## config.mk

```make
export PLATFORM = sky130hd
export DESIGN_NAME = qpsk_demod
export DESIGN_NICKNAME = d
export VERILOG_FILES = /design/src/rtl/qpsk_pkg.sv /design/src/rtl/qpsk_corr.sv /design/src/rtl/qpsk_demod.sv
export SDC_FILE = /design/constraint.sdc
export NUM_CORES = 1
export LEC_CHECK = 0
export BUFFER_PORTS_ARGS = -buffer_cell sky130_fd_sc_hd__buf_2
export CAP_MARGIN = 20
export CORE_ASPECT_RATIO = 0.6
export CORE_UTILIZATION = 54
export CTS_BUF_LIST = sky130_fd_sc_hd__clkbuf_4 sky130_fd_sc_hd__clkbuf_8
export CTS_CLUSTER_DIAMETER = 60
export DETAILED_ROUTE_END_ITERATION = 8
export HOLD_SLACK_MARGIN = 0.08
export MAX_ROUTING_LAYER = met4
export PLACE_DENSITY_LB_ADDON = 0.2
export SLEW_MARGIN = 10
export SYNTH_ARGS = -nofsm -noshare
export SYNTH_HDL_FRONTEND = slang
export SYNTH_SLANG_ARGS = --single-unit
```

## constraint.sdc

```tcl
create_clock -name clk -period 5.8 [get_ports clk]
set_input_delay 0.29 -clock clk [delete_from_list [all_inputs] [get_ports clk]]
set_output_delay 0.29 -clock clk [all_outputs]
set_load 0.01 [all_outputs]
```

## src/rtl/qpsk_pkg.sv

```systemverilog
// Shared constants for the square-wave QPSK link: carrier period, reference
// phase patterns and the Gray map between dibits and phase index.
package qpsk_pkg;

  localparam int CARR_PER = 4;

  // Bit n of each pattern is the carrier level at phase n.
  localparam logic [3:0] PAT_00 = 4'b0011;  //   0 deg: 1,1,0,0
  localparam logic [3:0] PAT_01 = 4'b0110;  //  90 deg: 0,1,1,0
  localparam logic [3:0] PAT_11 = 4'b1100;  // 180 deg: 0,0,1,1
  localparam logic [3:0] PAT_10 = 4'b1001;  // 270 deg: 1,0,0,1

  localparam logic [1:0] DIBIT_PH0 = 2'b00;
  localparam logic [1:0] DIBIT_PH1 = 2'b01;
  localparam logic [1:0] DIBIT_PH2 = 2'b11;
  localparam logic [1:0] DIBIT_PH3 = 2'b10;

  function automatic logic [3:0] ref_pat(input logic [1:0] idx);
    case (idx)
      2'd0:    return PAT_00;
      2'd1:    return PAT_01;
      2'd2:    return PAT_11;
      default: return PAT_10;
    endcase
  endfunction

  function automatic logic [1:0] idx_to_dibit(input logic [1:0] idx);
    case (idx)
      2'd0:    return DIBIT_PH0;
      2'd1:    return DIBIT_PH1;
      2'd2:    return DIBIT_PH2;
      default: return DIBIT_PH3;
    endcase
  endfunction

endpackage

```

## src/rtl/qpsk_corr.sv

```systemverilog
// Four-phase correlator: per-phase match accumulators and a per-symbol
// maximum-match decision with fixed tie priority 00 > 01 > 11 > 10.
module qpsk_corr
  import qpsk_pkg::*;
#(
  parameter int SYM_LEN  = 8,
  parameter int MATCH_TH = 6,
  parameter int ACC_W    = $clog2(SYM_LEN + 1)
) (
  input  logic       clk,
  input  logic       rst,
  input  logic       din,
  input  logic [1:0] ph,
  input  logic       last,
  output logic [1:0] dibit,
  output logic       err,
  output logic       done
);

  logic [ACC_W-1:0] acc_q [4];
  logic [ACC_W-1:0] tot_d [4];
  logic [ACC_W-1:0] best_d;
  logic [1:0]       best_idx_d;
  logic [1:0]       dibit_q;
  logic             err_q;
  logic             done_q;

  function automatic logic ref_bit(input logic [1:0] idx, input logic [1:0] p);
    logic [3:0] w;
    w = ref_pat(idx);
    return w[p];
  endfunction

  // Totals include the current sample so the final sample of a symbol counts.
  always_comb begin
    for (int k = 0; k < 4; k++) begin
      tot_d[k] = acc_q[k] + ACC_W'(din == ref_bit(2'(k), ph));
    end
    best_d     = tot_d[0];
    best_idx_d = 2'd0;
    for (int k = 1; k < 4; k++) begin
      if (tot_d[k] > best_d) begin
        best_d     = tot_d[k];
        best_idx_d = 2'(k);
      end
    end
  end

  always_ff @(posedge clk) begin
    if (rst) begin
      for (int k = 0; k < 4; k++) acc_q[k] <= '0;
      dibit_q <= 2'b00;
      err_q   <= 1'b0;
      done_q  <= 1'b0;
    end else begin
      done_q <= last;
      for (int k = 0; k < 4; k++) acc_q[k] <= last ? '0 : tot_d[k];
      if (last) begin
        dibit_q <= idx_to_dibit(best_idx_d);
        err_q   <= (best_d < ACC_W'(MATCH_TH));
      end
    end
  end

  assign dibit = dibit_q;
  assign err   = err_q;
  assign done  = done_q;

endmodule

```

## src/rtl/qpsk_demod.sv

```systemverilog
// QPSK square-wave demodulator: free-running phase/symbol counters aligned to
// the modulator's reset release, correlator decision and dibit serializer.
module qpsk_demod
  import qpsk_pkg::*;
#(
  parameter int SYM_LEN  = 8,
  parameter int MATCH_TH = 6,
  parameter int ACC_W    = $clog2(SYM_LEN + 1)
) (
  input  logic       clk,
  input  logic       rst,
  input  logic       din,
  output logic [1:0] dibit,
  output logic       dibit_valid,
  output logic       sym_err,
  output logic       dout,
  output logic       dout_valid
);

  localparam int PH_W = $clog2(CARR_PER);
  localparam int S_W  = $clog2(SYM_LEN);

  logic [PH_W-1:0] ph_q, ph_d;
  logic [S_W-1:0]  s_q, s_d;
  logic            last;
  logic            dout_valid_q;
  logic [1:0]      dec_dibit;
  logic            dec_err;
  logic            dec_done;

  assign last = (s_q == S_W'(SYM_LEN - 1));

  always_comb begin
    ph_d = ph_q + PH_W'(1);
    s_d  = last ? '0 : s_q + S_W'(1);
  end

  always_ff @(posedge clk) begin
    if (rst) begin
      ph_q         <= '0;
      s_q          <= '0;
      dout_valid_q <= 1'b0;
    end else begin
      ph_q <= ph_d;
      s_q  <= s_d;
      if (last) dout_valid_q <= 1'b1;
    end
  end

  qpsk_corr #(
    .SYM_LEN  (SYM_LEN),
    .MATCH_TH (MATCH_TH),
    .ACC_W    (ACC_W)
  ) u_corr (
    .clk   (clk),
    .rst   (rst),
    .din   (din),
    .ph    (ph_q),
    .last  (last),
    .dibit (dec_dibit),
    .err   (dec_err),
    .done  (dec_done)
  );

  assign dibit       = dec_dibit;
  assign dibit_valid = dec_done;
  assign sym_err     = dec_err;
  assign dout_valid  = dout_valid_q;

  // The held decision is the serializer's shift data; s restarts at each
  // decision, so the first half-symbol carries the MSB.
  assign dout = dout_valid_q & ((s_q < S_W'(SYM_LEN / 2)) ? dec_dibit[1] : dec_dibit[0]);

endmodule

```

# Yosys cells after proc, flatten, opt, wreduce, memory -nomap -nowiden
# Memories as Yosys holds them, arrays and structs flattened.
# Cells that the tools add are included.
# totals
regBits	10
ram_bits	16
out_inout_bits	6
mem_count	1
# mem_list
memory	depth	word_bits	rd	rd_clocked_by_memory_dff	write_ports	line_no	text
u_corr.acc_q	4	4	4	0	4	qpsk_corr.sv:20	logic [ACC_W-1:0] acc_q [4];
# op_classes
addsub	6
n_lt_le_gt_ge	6
eq_ne	7
muxes	27
bitwise	5
reduce_logical	2
# op_table
op	count
$mux W4	11
$add A4 B1 Y4	4
$gt A4 B4 Y1	3
$mux W1	9
$bmux W1 S2	4
$pmux W2 S3	1
$eq A1 B1 Y1	4
$lt A4 B3 Y1 const B	1
$mux W2	2
$or A1 B1 Y1	4
$add A3 B1 Y3 const B	1
$eq A3 B3 Y1 const B	1
$lt A2 B3 Y1 const B	1
$lt A3 B3 Y1 const B	1
$add A2 B1 Y2 const B	1
$eq A2 B1 Y1 const B	1
$eq A2 B2 Y1 const B	1
$logic_not A2 Y1	1
$reduce_or A2 Y1	1
$and A1 B1 Y1	1

# Longest topological paths before layout
# Gate-level depths: netlist (run 1).
# depth
depth_word	12
ltp_mapped	24

# By module
# A second synthesis (run 1) with hierarchy kept.
# hier_totals
hier_cells	154
hier_area_um2	1433.9
# modules_own_cells
mod	n_inst	cells_per_inst	area_each_um2	seq_area_each_um2
qpsk_corr	1	135	1216.2	400.4
qpsk_demod	1	19	217.7	120.1

# Worst setup path after synthesis (run 1)
# OpenSTA, ideal clock, no wires.
# synth_timing
path_type	register to register
start	reg ph_q[1]
end	reg u_corr.err_q (netlist: u_corr.err)
setup_time_ps	59
arrival_ps	4831
slack_ps	909
path_stages_with_launch	24
path_buffers	0
synth_period_minus_slack_ps	4891
cell_sequence	dfxtp_1 xor2_2 xnor2_1 ha_1 nand3_1 xnor2_1 ha_1 nand3_1 o21a_1 o211ai_1 and2_4 a21oi_2 ha_1 nor2b_1 o211a_1 o21ai_1 mux2_2 ha_1 nor2b_1 o21a_1 o31ai_1 o21ai_0 a31oi_1 a41o_1
# synth_rtl
element	line_no	text
start, declared	qpsk_demod.sv:23	logic [PH_W-1:0] ph_q, ph_d;
start signal, assigned	qpsk_demod.sv:44	ph_q <= ph_d;
end signal, assigned	qpsk_corr.sv:60	err_q <= (best_d < ACC_W'(MATCH_TH));
end, declared	qpsk_corr.sv:25	logic err_q;

==> results of run 1 <==
-- cells by family (layout without fill, tap and decap cells) --
kind of cell / after synthesis / after routing / share of synthesized area, %
flip-flops: 26 / 26 / 35.0
XOR/XNOR: 12 / 12 / 8.58
multiplexers: 3 / 3 / 2.19
buffers and inverters: 10 / 21 / 2.52
adder cells (fa/ha/maj): 20 / 20 / 16.8
AO/OA/AOI/OAI: 29 / 29 / 15.8
AND/OR/NAND/NOR: 58 / 58 / 19.1
-- per-layer routing --
| metal | global-route usage (%) | wire, um |
|---|---|---|
| met5 | - | 0 |
| met4 | 4.00 | 0 |
| met3 | 5.94 | 204 |
| met2 | 33.8 | 1260 |
| met1 | 29.0 | 1430 |
-- path summary, 6_finish.rpt --
check                             endpoint  slack (ps)  depth (start not counted)
worst max-delay path            u_corr.err         360                         23
worst min-delay path               ph_q[0]         270                          2
worst max register to register  u_corr.err         360                         23
worst min register to register      s_q[0]         430                          1
-- flip-flops by register name (all words and copies together) (netlist names) --
name and flops:
u_corr.dibit 2, u_corr.acc_q 16, ph_q 2, s_q 3, dout_valid 1, u_corr.done 1, u_corr.err 1
-- power by group through the flow --
stage | clock network (mW) | logic [mW] | registers, mW
after floorplan | 0 | 0.451 | 0.207
after global placement | 0 | 0.524 | 0.208
after detailed placement | 0 | 0.556 | 0.209
after CTS | 0.156 | 0.561 | 0.204
after global routing | 0.164 | 0.640 | 0.207
final | 0.152 | 0.578 | 0.204
-- cell type report --
type	count	area [um^2]
Multi-Input combinational cell	122	941
Fill cell	210	911
Sequential cell	26	520
Clock buffer	3	41.3
Timing Repair Buffer	8	40.0
Tap cell	32	40.0
Inverter	9	33.8
Clock inverter	1	30.0
-- cell usage in the layout (no fill, tap or decap), types with 4 or more instances in the layout --
| cell | count |
|---|---|
| sky130_fd_sc_hd__o21ai_0 | 4 |
| sky130_fd_sc_hd__xnor2_1 | 5 |
| sky130_fd_sc_hd__and2_1 | 8 |
| sky130_fd_sc_hd__inv_1 | 9 |
| sky130_fd_sc_hd__ha_1 | 20 |
| sky130_fd_sc_hd__nand2_1 | 6 |
| sky130_fd_sc_hd__a21oi_1 | 4 |
| sky130_fd_sc_hd__nor2b_1 | 5 |
| sky130_fd_sc_hd__nor2_1 | 22 |
| sky130_fd_sc_hd__buf_2 | 8 |
| sky130_fd_sc_hd__dfxtp_1 | 26 |
| sky130_fd_sc_hd__nand3_1 | 8 |
==> impl_summary.txt, run 1 <==
----------------------------------------------------
[CTS]
  CTS Root Cell ... sky130_fd_sc_hd__clkbuf_8
  Count of cells resized by post-cts repair ... 0
  Clock Sink Count ... 26
  Clock-pin slew of the registers on the worst-case setup and hold paths ... 90 ps
  CTS H-tree lvls ... 1
  Post-CTS setup buffer count ... 0
  Insertion delay of the later-clocked pin in the worst-skew pair ... 270 ps
  Clock tree from TritonCTS ... yes
  Longest Clk Path Bufs ... 2
  Hold-fix buffers at CTS ... 0
  Clock buffer count from CTS ... 3

[Power]
  NetSw ... 392 uW
  VDD IR-drop max ... 0.267 mV
  Power Density ... 568 nW/um^2
  Post-layout total power ... 935 uW
  Proportion of power drawn by flip-flops and latches ... 21.9%
  Combinational Power Share ... 61.9%
  Cell internal pwr ... 543 uW
  Leakage Power ... 0.758 nW
  Switching Fraction ... 41.9%
  Clock share of power ... 16.2%

[Detailed routing]
  Number of DRC violations after detailed routing ... 0
  Total via count after detailed routing ... 1143
  Number of nets with antenna violations after detailed routing ... 0
  DRC violation total after the first TritonRoute iteration ... 87
  WL final ... 2900 um
  Vias/cell ... 5.69
  Routed length per instance ... 14.4 um
  Count of TritonRoute iterations in the first routing pass ... 4

[Yosys]
  Synth area leader ... sky130_fd_sc_hd__dfxtp_1
  Instance count of the mapped netlist ... 158
  Top cells by instance count after synthesis ... sky130_fd_sc_hd__dfxtp_1, sky130_fd_sc_hd__nor2_1, sky130_fd_sc_hd__ha_1, sky130_fd_sc_hd__inv_1
  Distinct cell type count of the synthesized netlist ... 40
  Flops & latches, synth ... 26
  Portion of the post-synthesis area used by sequential elements ... 35.0%
  Syn. warnings ... 0
  Average cell area after synthesis ... 9.42 um^2
  Most used flip-flop cell after synthesis ... sky130_fd_sc_hd__dfxtp_1
  Cell area after synthesis ... 1490 um^2
  Async set or reset register ratio after synthesis ... 0%
  Largest cells by area after synthesis ... sky130_fd_sc_hd__dfxtp_1, sky130_fd_sc_hd__ha_1, sky130_fd_sc_hd__nor2_1
  Post-Synthesis Net Count ... 181
  Fraction of post-synthesis cell area in the top cell type by area ... 35.0%
  Number of synthesized flops with an enable pin ... 0
  Most common cell in the netlist ... sky130_fd_sc_hd__dfxtp_1

[Setup path]
  Crit path kind ... reg -> reg
  Highest-delay cell along the critical path ... sky130_fd_sc_hd__dfxtp_1
  Launch point of the critical path ... ph_q[1]
  Combined buffer and inverter count along the critical path ... 0
  Startpoint kind of the worst setup timing path ... register
  Start of the worst register-to-register path ... ph_q[1]
  Slowest stage delay, CP ... 400 ps
  Crit-path leading delay family ... compound AO/OA/AOI/OAI gates
  CP required ... 6030 ps
  Worst-path maximum fanout ... 6
  Worst endpoint data arrival time ... 5660 ps
  Sequence of cells on the critical path ... xor2_2 -> xnor2_1 -> ha_1 -> nand3_1 -> xnor2_2 -> ha_1 -> nand3_1 -> o21a_1 -> o211ai_1 -> and2_4 -> a21oi_2 -> ha_1 -> nor2b_1 -> o211a_1 -> o21ai_2 -> mux2_2 -> ha_1 -> nor2b_1 -> o21a_1 -> o31ai_1 -> o21ai_0 -> a31oi_1 -> a41o_1
  Most Frequent Cell on Critical Path ... sky130_fd_sc_hd__ha_1
  Kind of capture point of the worst setup path ... register

[STA]
  Final Worst Setup Slack ... 365 ps
  Sum of negative setup slack ... 0 ps
  Setup repair after global routing missed its margin ... no
  # setup viols final ... 0
  Fmax ... 184 MHz
  Worst Clk Skew ... 2.80 ps
  Slew Viols, Final ... 0
  Relative slew slack ... 67.4%
  Tcrit/Tclk final ... 93.7%
  Hold_ws ... 273 ps
  Transition at the pin with the smallest max-transition slack ... 488 ps
  Final Hold Vio Count ... 0
  Final period demand of the worst path ... 5440 ps

[Floorplan]
  Die Width ... 69.8 um
  Y dimension of the die ... 42.7 um
  Die Footprint ... 2980 um^2
  Initial Util ... 58.2%
  Floorplan row count ... 14
  Placeable Area ... 2560 um^2
  Number of primary I/O pins ... 9

[Finish]
  Final standard cell utilization of the core ... 64.4%
  Fraction of layout cells with a size suffix above 1 ... 16.0%
  Non-filler instance count after layout ... 201
  Area growth from synthesis to final layout ... 10.7%
  Net count, final ... 193
  Post-route cell area ... 1650 um^2
  Number of antenna cells inserted ... 0

[Placed design]
  PortBufs ... 8
  Cell area reported after detailed placement ... 1560 um^2
  Placer's final routability congestion estimate ... 0.890
  Half-perimeter wire length of the detailed placement result ... 2260 um
  Post-Place Worst Slack ... 314 ps
  DP Cell Count ... 197

[GRT]
  Vias in the first global route ... 1036
  Largest net degree at the start of global routing ... 16
  Leftover overflow at the end of global routing ... 0
  Tot GR Track Use ... 21.8%
  Global-route wire length before repair ... 4770 um
  Number of antenna violations at the first check in global routing ... 0

[Flow run]
  Maximum Capacitance Violations ... 0

[Outcome]
  Result of the run ... complete, no violations

[Min path]
  Worst hold-check path type ... in -> reg
  Startpoint of the most critical hold path ... rst

----------------------------------------------------
Power figures use the tool's default switching activity.
==> run 2, diff against run 1 <==
clock period = 5.85 ns   (was 5.8 ns; I/O delays follow)
==> run 2 against run 1 <==
Hold slack lost 1.8 ps. Total power grew 1.9%. Clock skew grew 1.4 ps. Via count grew 2.7%. Combinational power grew 3%. Clock power is essentially flat. Wire length grew 9.5%. First-iteration DRC count grew 14%. Highest routed layer is now met4.
==> impl_summary.txt, run 2 (same netlist as run 1, synthesis figures left out) <==
----------------------------------------------------
[Finish]
  Net count, final ... 195 (was 193)
  Number of antenna cells inserted ... 0 (unchanged)
  Non-filler instance count after layout ... 203 (was 201)
  Register name with the most flops ... u_corr.acc_q (unchanged)
  Number of flip-flops in the largest register ... 16 (unchanged)
  Largest registers ranked by flip-flop count ... u_corr.acc_q: 16 flops, s_q: 3 flops (unchanged)
  Commonest non-fill, non-tap cell in the layout ... sky130_fd_sc_hd__dfxtp_1 (unchanged)
  Post-route cell area ... 1660 um^2 (was 1650 um^2)
  Area growth from synthesis to final layout ... 11.7% (was 10.7%)
  Commonest cells after routing, fill and taps aside ... sky130_fd_sc_hd__dfxtp_1, sky130_fd_sc_hd__nor2_1, sky130_fd_sc_hd__ha_1, sky130_fd_sc_hd__inv_1 (unchanged)
  Fraction of layout cells with a size suffix above 1 ... 17.0% (was 16.0%)

[GRT]
  Number of antenna violations at the first check in global routing ... 0 (unchanged)
  Leftover overflow at the end of global routing ... 0 (unchanged)
  Tot GR Track Use ... 23.6% (was 21.8%)
  Vias in the first global route ... 1129 (was 1036)
  Largest net degree at the start of global routing ... 16 (unchanged)
  Global-route wire length before repair ... 5210 um (was 4770 um)

[Floorplan]
  Number of primary I/O pins ... 9 (unchanged)
  Floorplan row count ... 14 (unchanged)
  Initial Util ... 58.2% (unchanged)
  Die Width ... 69.8 um (unchanged)
  Die Footprint ... 2980 um^2 (unchanged)
  Y dimension of the die ... 42.7 um (unchanged)
  Placeable Area ... 2560 um^2 (unchanged)

[Detailed routing]
  Number of DRC violations after detailed routing ... 0 (unchanged)
  Total via count after detailed routing ... 1174 (was 1143)
  DRC violation total after the first TritonRoute iteration ... 99 (was 87)
  WL final ... 3170 um (was 2900 um)
  Routed length per instance ... 15.6 um (was 14.4 um)
  Number of nets with antenna violations after detailed routing ... 0 (unchanged)
  Vias/cell ... 5.78 (was 5.69)
  Count of TritonRoute iterations in the first routing pass ... 4 (unchanged)

[Placed design]
  Half-perimeter wire length of the detailed placement result ... 2270 um (was 2260 um)
  Placer's final routability congestion estimate ... 0.892 (was 0.890)
  PortBufs ... 8 (unchanged)
  DP Cell Count ... 197 (unchanged)
  Cell area reported after detailed placement ... 1560 um^2 (unchanged)

[CTS]
  CTS H-tree lvls ... 1 (unchanged)
  Clock-pin slew of the registers on the worst-case setup and hold paths ... 100 ps (was 90 ps)
  Insertion delay of the later-clocked pin in the worst-skew pair ... 270 ps (about the same)
  Clock tree from TritonCTS ... yes (unchanged)
  Hold-fix buffers at CTS ... 0 (unchanged)
  Clock buffer count from CTS ... 3 (unchanged)
  CTS Root Cell ... sky130_fd_sc_hd__clkbuf_8 (unchanged)
  Longest Clk Path Bufs ... 2 (unchanged)
  Clock Sink Count ... 26 (unchanged)

[Setup path]
  Startpoint kind of the worst setup timing path ... register (unchanged)
  Slowest stage delay, CP ... 400 ps (about the same)
  Worst-path maximum fanout ... 6 (unchanged)
  Launch point of the critical path ... ph_q[1] (unchanged)
  Kind of capture point of the worst setup path ... register (unchanged)
  Most Frequent Cell on Critical Path ... sky130_fd_sc_hd__ha_1 (unchanged)
  Worst R2R Path Depth ... 23 (unchanged)
  Sequence of cells on the critical path ... xor2_2 -> xnor2_1 -> ha_1 -> nand3_1 -> xnor2_2 -> ha_1 -> nand3_1 -> o21a_1 -> o211ai_1 -> and2_4 -> a21oi_2 -> ha_1 -> nor2b_1 -> o211a_1 -> o21ai_2 -> mux2_2 -> ha_1 -> nor2b_1 -> o21a_1 -> o31ai_1 -> o21ai_0 -> a31oi_1 -> a41o_1 (unchanged)
  CP required ... 6080 ps (was 6030 ps)
  Crit path kind ... reg -> reg (unchanged)
  Highest-delay cell along the critical path ... sky130_fd_sc_hd__dfxtp_1 (unchanged)
  Worst endpoint data arrival time ... 5770 ps (was 5660 ps)
  Start of the worst register-to-register path ... ph_q[1] (unchanged)

[Power]
  Post-layout total power ... 952 uW (was 935 uW)
  Power Density ... 573 nW/um^2 (was 568 nW/um^2)
  Leakage Power ... 0.767 nW (was 0.758 nW)
  VDD IR-drop max ... 0.254 mV (was 0.267 mV)

[STA]
  Final period demand of the worst path ... 5540 ps (was 5440 ps)
  Final Hold Vio Count ... 0 (unchanged)
  # setup viols final ... 0 (unchanged)
  Fmax ... 181 MHz (was 184 MHz)
  Transition at the pin with the smallest max-transition slack ... 496 ps (was 488 ps)
  Worst Clk Skew ... 4.22 ps (was 2.80 ps)
  Tcrit/Tclk final ... 94.7% (was 93.7%)
  Hold_ws ... 271 ps (was 273 ps)
  Sum of negative setup slack ... 0 ps (unchanged)
  Relative slew slack ... 66.8% (was 67.4%)
  Slew Viols, Final ... 0 (unchanged)

[Outcome]
  Result of the run ... complete, no violations (unchanged)

[Min path]
  Worst Hold Depth ... 2 (unchanged)
  Worst hold-check path type ... in -> reg (unchanged)
  Startpoint of the most critical hold path ... rst (unchanged)

[Flow run]
  Maximum Capacitance Violations ... 0 (unchanged)

----------------------------------------------------
==> run 2: worst paths after layout <==
path                           to  slack [ps]
hold / removal    u_corr.dibit[0]         270
hold reg to reg            s_q[0]         430
setup reg to reg       u_corr.err         310
setup / recovery       u_corr.err         310
==> run 2: metal layers <==
| metal | vias up | part of all wire, % | GRT usage (%) |
|---|---|---|---|
| li1 | 576 | - | - |
| met1 | 551 | 48 | 30.1 |
| met2 | 37 | 45 | 36.9 |
| met3 | 10 | 5.3 | 6.65 |
| met4 | 0 | 1.6 | 7.20 |
| met5 | - | 0 | - |
==> run 2: repair_timing <==
action                                 4_1_cts  5_1_grt
endpoints found under the hold margin        0        0
buffers inserted                             0        2
setup endpoints to repair                    0        3
resized for setup                            0        2
==> run 2: worst max-delay path: cells and delay by family, from the launching register on <==
| kind | cells | cell delay (ps) |
|---|---|---|
| mux | 1 | 370 |
| fa+ha+maj | 4 | 1220 |
| xor+xnor | 3 | 670 |
| flops | 1 | 400 |
| simple gates | 5 | 810 |
| compound gates | 10 | 2000 |
==> run 2: stage by stage <==
step | setup WS [ps] | utilization, %
after floorplan | 959 | -
after global placement | 508 | 61.2
after detailed placement | 341 | 61.2
after CTS | 222 | 63.9
after global routing | -72.0 | 65.0
final | 310 | 65.0
==> run 2: cell type report <==
class	instances	area, um^2
multi-input cells	122	941
fillers	207	896
flip-flops and latches	26	520
repair buffers	10	55.1
clock buffers	3	41.3
well taps	32	40.0
inverters	9	33.8
clock inverters	1	30.0
==> run 2: report_power, final <==
group	internal (mW)	switching, mW	leakage, nW
clock	0.0916	0.0606	0.0357
combinational	0.257	0.341	0.519
sequential	0.193	0.00945	0.212
==> run 3, diff against run 2 <==
BUFFER_PORTS_ARGS = -buffer_cell sky130_fd_sc_hd__clkbuf_2   (was -buffer_cell sky130_fd_sc_hd__buf_2)
GPL_ROUTABILITY_DRIVEN = 0   (was default)
==> run 3 against run 2 <==
Combinational power is 3% lower. Design area shrank 0.90%. Clock skew shrank 0.51 ps. Largest power group unchanged. Highest routed layer unchanged.
==> impl_summary.txt, run 3 (same netlist as run 1, synthesis figures left out) <==
----------------------------------------------------
[Placed design]
  Cell area reported after detailed placement ... 1560 um^2 (unchanged)
  PortBufs ... 8 (unchanged)
  Post-Place Worst Slack ... 374 ps (was 341 ps)
  Half-perimeter wire length of the detailed placement result ... 2300 um (was 2270 um)
  DP Cell Count ... 197 (unchanged)

[Setup path]
  Worst endpoint data arrival time ... 5670 ps (was 5770 ps)
  Kind of capture point of the worst setup path ... register (unchanged)
  Combined buffer and inverter count along the critical path ... 0 (unchanged)
  Crit path kind ... reg -> reg (unchanged)
  Slowest stage delay, CP ... 400 ps (about the same)
  Crit-path leading delay family ... compound AO/OA/AOI/OAI gates (unchanged)
  Startpoint kind of the worst setup timing path ... register (unchanged)
  Sequence of cells on the critical path ... xor2_2 -> xnor2_1 -> ha_1 -> nand3_1 -> xnor2_2 -> ha_1 -> nand3_1 -> o21a_1 -> o211ai_1 -> and2_4 -> a21oi_2 -> ha_1 -> nor2b_1 -> o211a_1 -> o21ai_2 -> mux2_2 -> ha_1 -> nor2b_1 -> o21a_1 -> o31ai_1 -> o21ai_0 -> a31oi_1 -> a41o_1 (unchanged)
  Highest-delay cell along the critical path ... sky130_fd_sc_hd__dfxtp_1 (unchanged)
  Most Frequent Cell on Critical Path ... sky130_fd_sc_hd__ha_1 (unchanged)
  CP required ... 6070 ps (was 6080 ps)
  Worst-path maximum fanout ... 6 (unchanged)

[STA]
  Final period demand of the worst path ... 5450 ps (was 5540 ps)
  Fmax ... 183 MHz (was 181 MHz)
  # setup viols final ... 0 (unchanged)
  Final Hold Vio Count ... 0 (unchanged)
  Worst Clk Skew ... 3.70 ps (was 4.22 ps)
  Transition at the pin with the smallest max-transition slack ... 497 ps (was 496 ps)
  Relative slew slack ... 66.7% (was 66.8%)
  Sum of negative setup slack ... 0 ps (unchanged)
  Slew Viols, Final ... 0 (unchanged)
  Hold_ws ... 289 ps (was 271 ps)
  Setup repair after global routing missed its margin ... no
  Tcrit/Tclk final ... 93.2% (was 94.7%)
  Final Worst Setup Slack ... 398 ps (was 310 ps)

[Detailed routing]
  WL final ... 3040 um (was 3170 um)
  DRC violation total after the first TritonRoute iteration ... 107 (was 99)
  Number of DRC violations after detailed routing ... 0 (unchanged)
  Count of TritonRoute iterations in the first routing pass ... 4 (unchanged)
  Routed length per instance ... 15.1 um (was 15.6 um)
  Total via count after detailed routing ... 1149 (was 1174)
  Number of nets with antenna violations after detailed routing ... 0 (unchanged)
  Vias/cell ... 5.72 (was 5.78)

[Power]
  Leakage Power ... 0.753 nW (was 0.767 nW)
  Power Density ... 566 nW/um^2 (was 573 nW/um^2)
  Post-layout total power ... 932 uW (was 952 uW)
  VDD IR-drop max ... 0.272 mV (was 0.254 mV)

[GRT]
  Leftover overflow at the end of global routing ... 0 (unchanged)
  Largest net degree at the start of global routing ... 16 (unchanged)
  Tot GR Track Use ... 22.9% (was 23.6%)
  Number of antenna violations at the first check in global routing ... 0 (unchanged)
  Vias in the first global route ... 1153 (was 1129)
  Global-route wire length before repair ... 5140 um (was 5210 um)

[Floorplan]
  Die Footprint ... 2980 um^2 (unchanged)
  Floorplan row count ... 14 (unchanged)
  Y dimension of the die ... 42.7 um (unchanged)
  Placeable Area ... 2560 um^2 (unchanged)
  Initial Util ... 58.2% (unchanged)
  Number of primary I/O pins ... 9 (unchanged)
  Die Width ... 69.8 um (unchanged)

[Finish]
  Fraction of layout cells with a size suffix above 1 ... 16.0% (was 17.0%)
  Commonest non-fill, non-tap cell in the layout ... sky130_fd_sc_hd__dfxtp_1 (unchanged)
  Largest registers ranked by flip-flop count ... u_corr.acc_q: 16 flops, s_q: 3 flops (unchanged)
  Net count, final ... 193 (was 195)
  Commonest cells after routing, fill and taps aside ... sky130_fd_sc_hd__dfxtp_1, sky130_fd_sc_hd__nor2_1, sky130_fd_sc_hd__ha_1, sky130_fd_sc_hd__inv_1 (unchanged)
  Final standard cell utilization of the core ... 64.4% (was 65.0%)
  Register name with the most flops ... u_corr.acc_q (unchanged)
  Number of flip-flops in the largest register ... 16 (unchanged)
  Post-route cell area ... 1650 um^2 (was 1660 um^2)
  Non-filler instance count after layout ... 201 (was 203)
  Area growth from synthesis to final layout ... 10.7% (was 11.7%)
  Number of antenna cells inserted ... 0 (unchanged)

[CTS]
  CTS H-tree lvls ... 1 (unchanged)
  CTS Root Cell ... sky130_fd_sc_hd__clkbuf_8 (unchanged)
  Hold-fix buffers at CTS ... 0 (unchanged)
  Clock tree from TritonCTS ... yes (unchanged)
  Post-CTS setup buffer count ... 0 (unchanged)
  Longest Clk Path Bufs ... 2 (unchanged)
  Insertion delay of the later-clocked pin in the worst-skew pair ... 270 ps (about the same)
  Clock Sink Count ... 26 (unchanged)
  Clock-pin slew of the registers on the worst-case setup and hold paths ... 90 ps (was 100 ps)
  Clock buffer count from CTS ... 3 (unchanged)
  Count of cells resized by post-cts repair ... 0 (unchanged)

[Outcome]
  Result of the run ... complete, no violations (unchanged)

[Min path]
  Worst hold-check path type ... in -> reg (unchanged)

[Flow run]
  Maximum Capacitance Violations ... 0 (unchanged)

----------------------------------------------------
run 3: path summary, 6_finish.rpt:
path | from | to | slack, ps | cells after the start
worst max-delay path | ph_q[1] | u_corr.err | 400 | 23
worst min register to register | s_q[0] | s_q[0] | 440 | 1
worst min-delay path | rst | ph_q[1] | 290 | 2
worst max register to register | ph_q[1] | u_corr.err | 400 | 23
run 3: routing by layer:
layer / wire length (um) / track usage (%) / part of all wire, % / vias up
met5: 0 / - / 0 / -
met3: 192 / 6.65 / 6.3 / 4
met4: 24 / 6.00 / 0.79 / 0
li1: - / - / - / 574
met2: 1320 / 33.8 / 44 / 40
met1: 1500 / 30.8 / 49 / 531
run 3: layout make-up:
type | instances | area, um^2
Timing Repair Buffer | 8 | 40.0
Multi-Input combinational cell | 122 | 941
Tap cell | 32 | 40.0
Clock buffer | 3 | 41.3
Fill cell | 217 | 911
Sequential cell | 26 | 520
Inverter | 9 | 33.8
Clock inverter | 1 | 30.0
run 3: power breakdown:
part | switching, mW | internal [mW] | leakage [nW] | total (mW)
Sequential | 0.0100 | 0.193 | 0.212 | 0.203
Combinational | 0.326 | 0.253 | 0.505 | 0.579
Clock | 0.0581 | 0.0916 | 0.0357 | 0.150
Total | 0.394 | 0.538 | 0.753 | 0.932
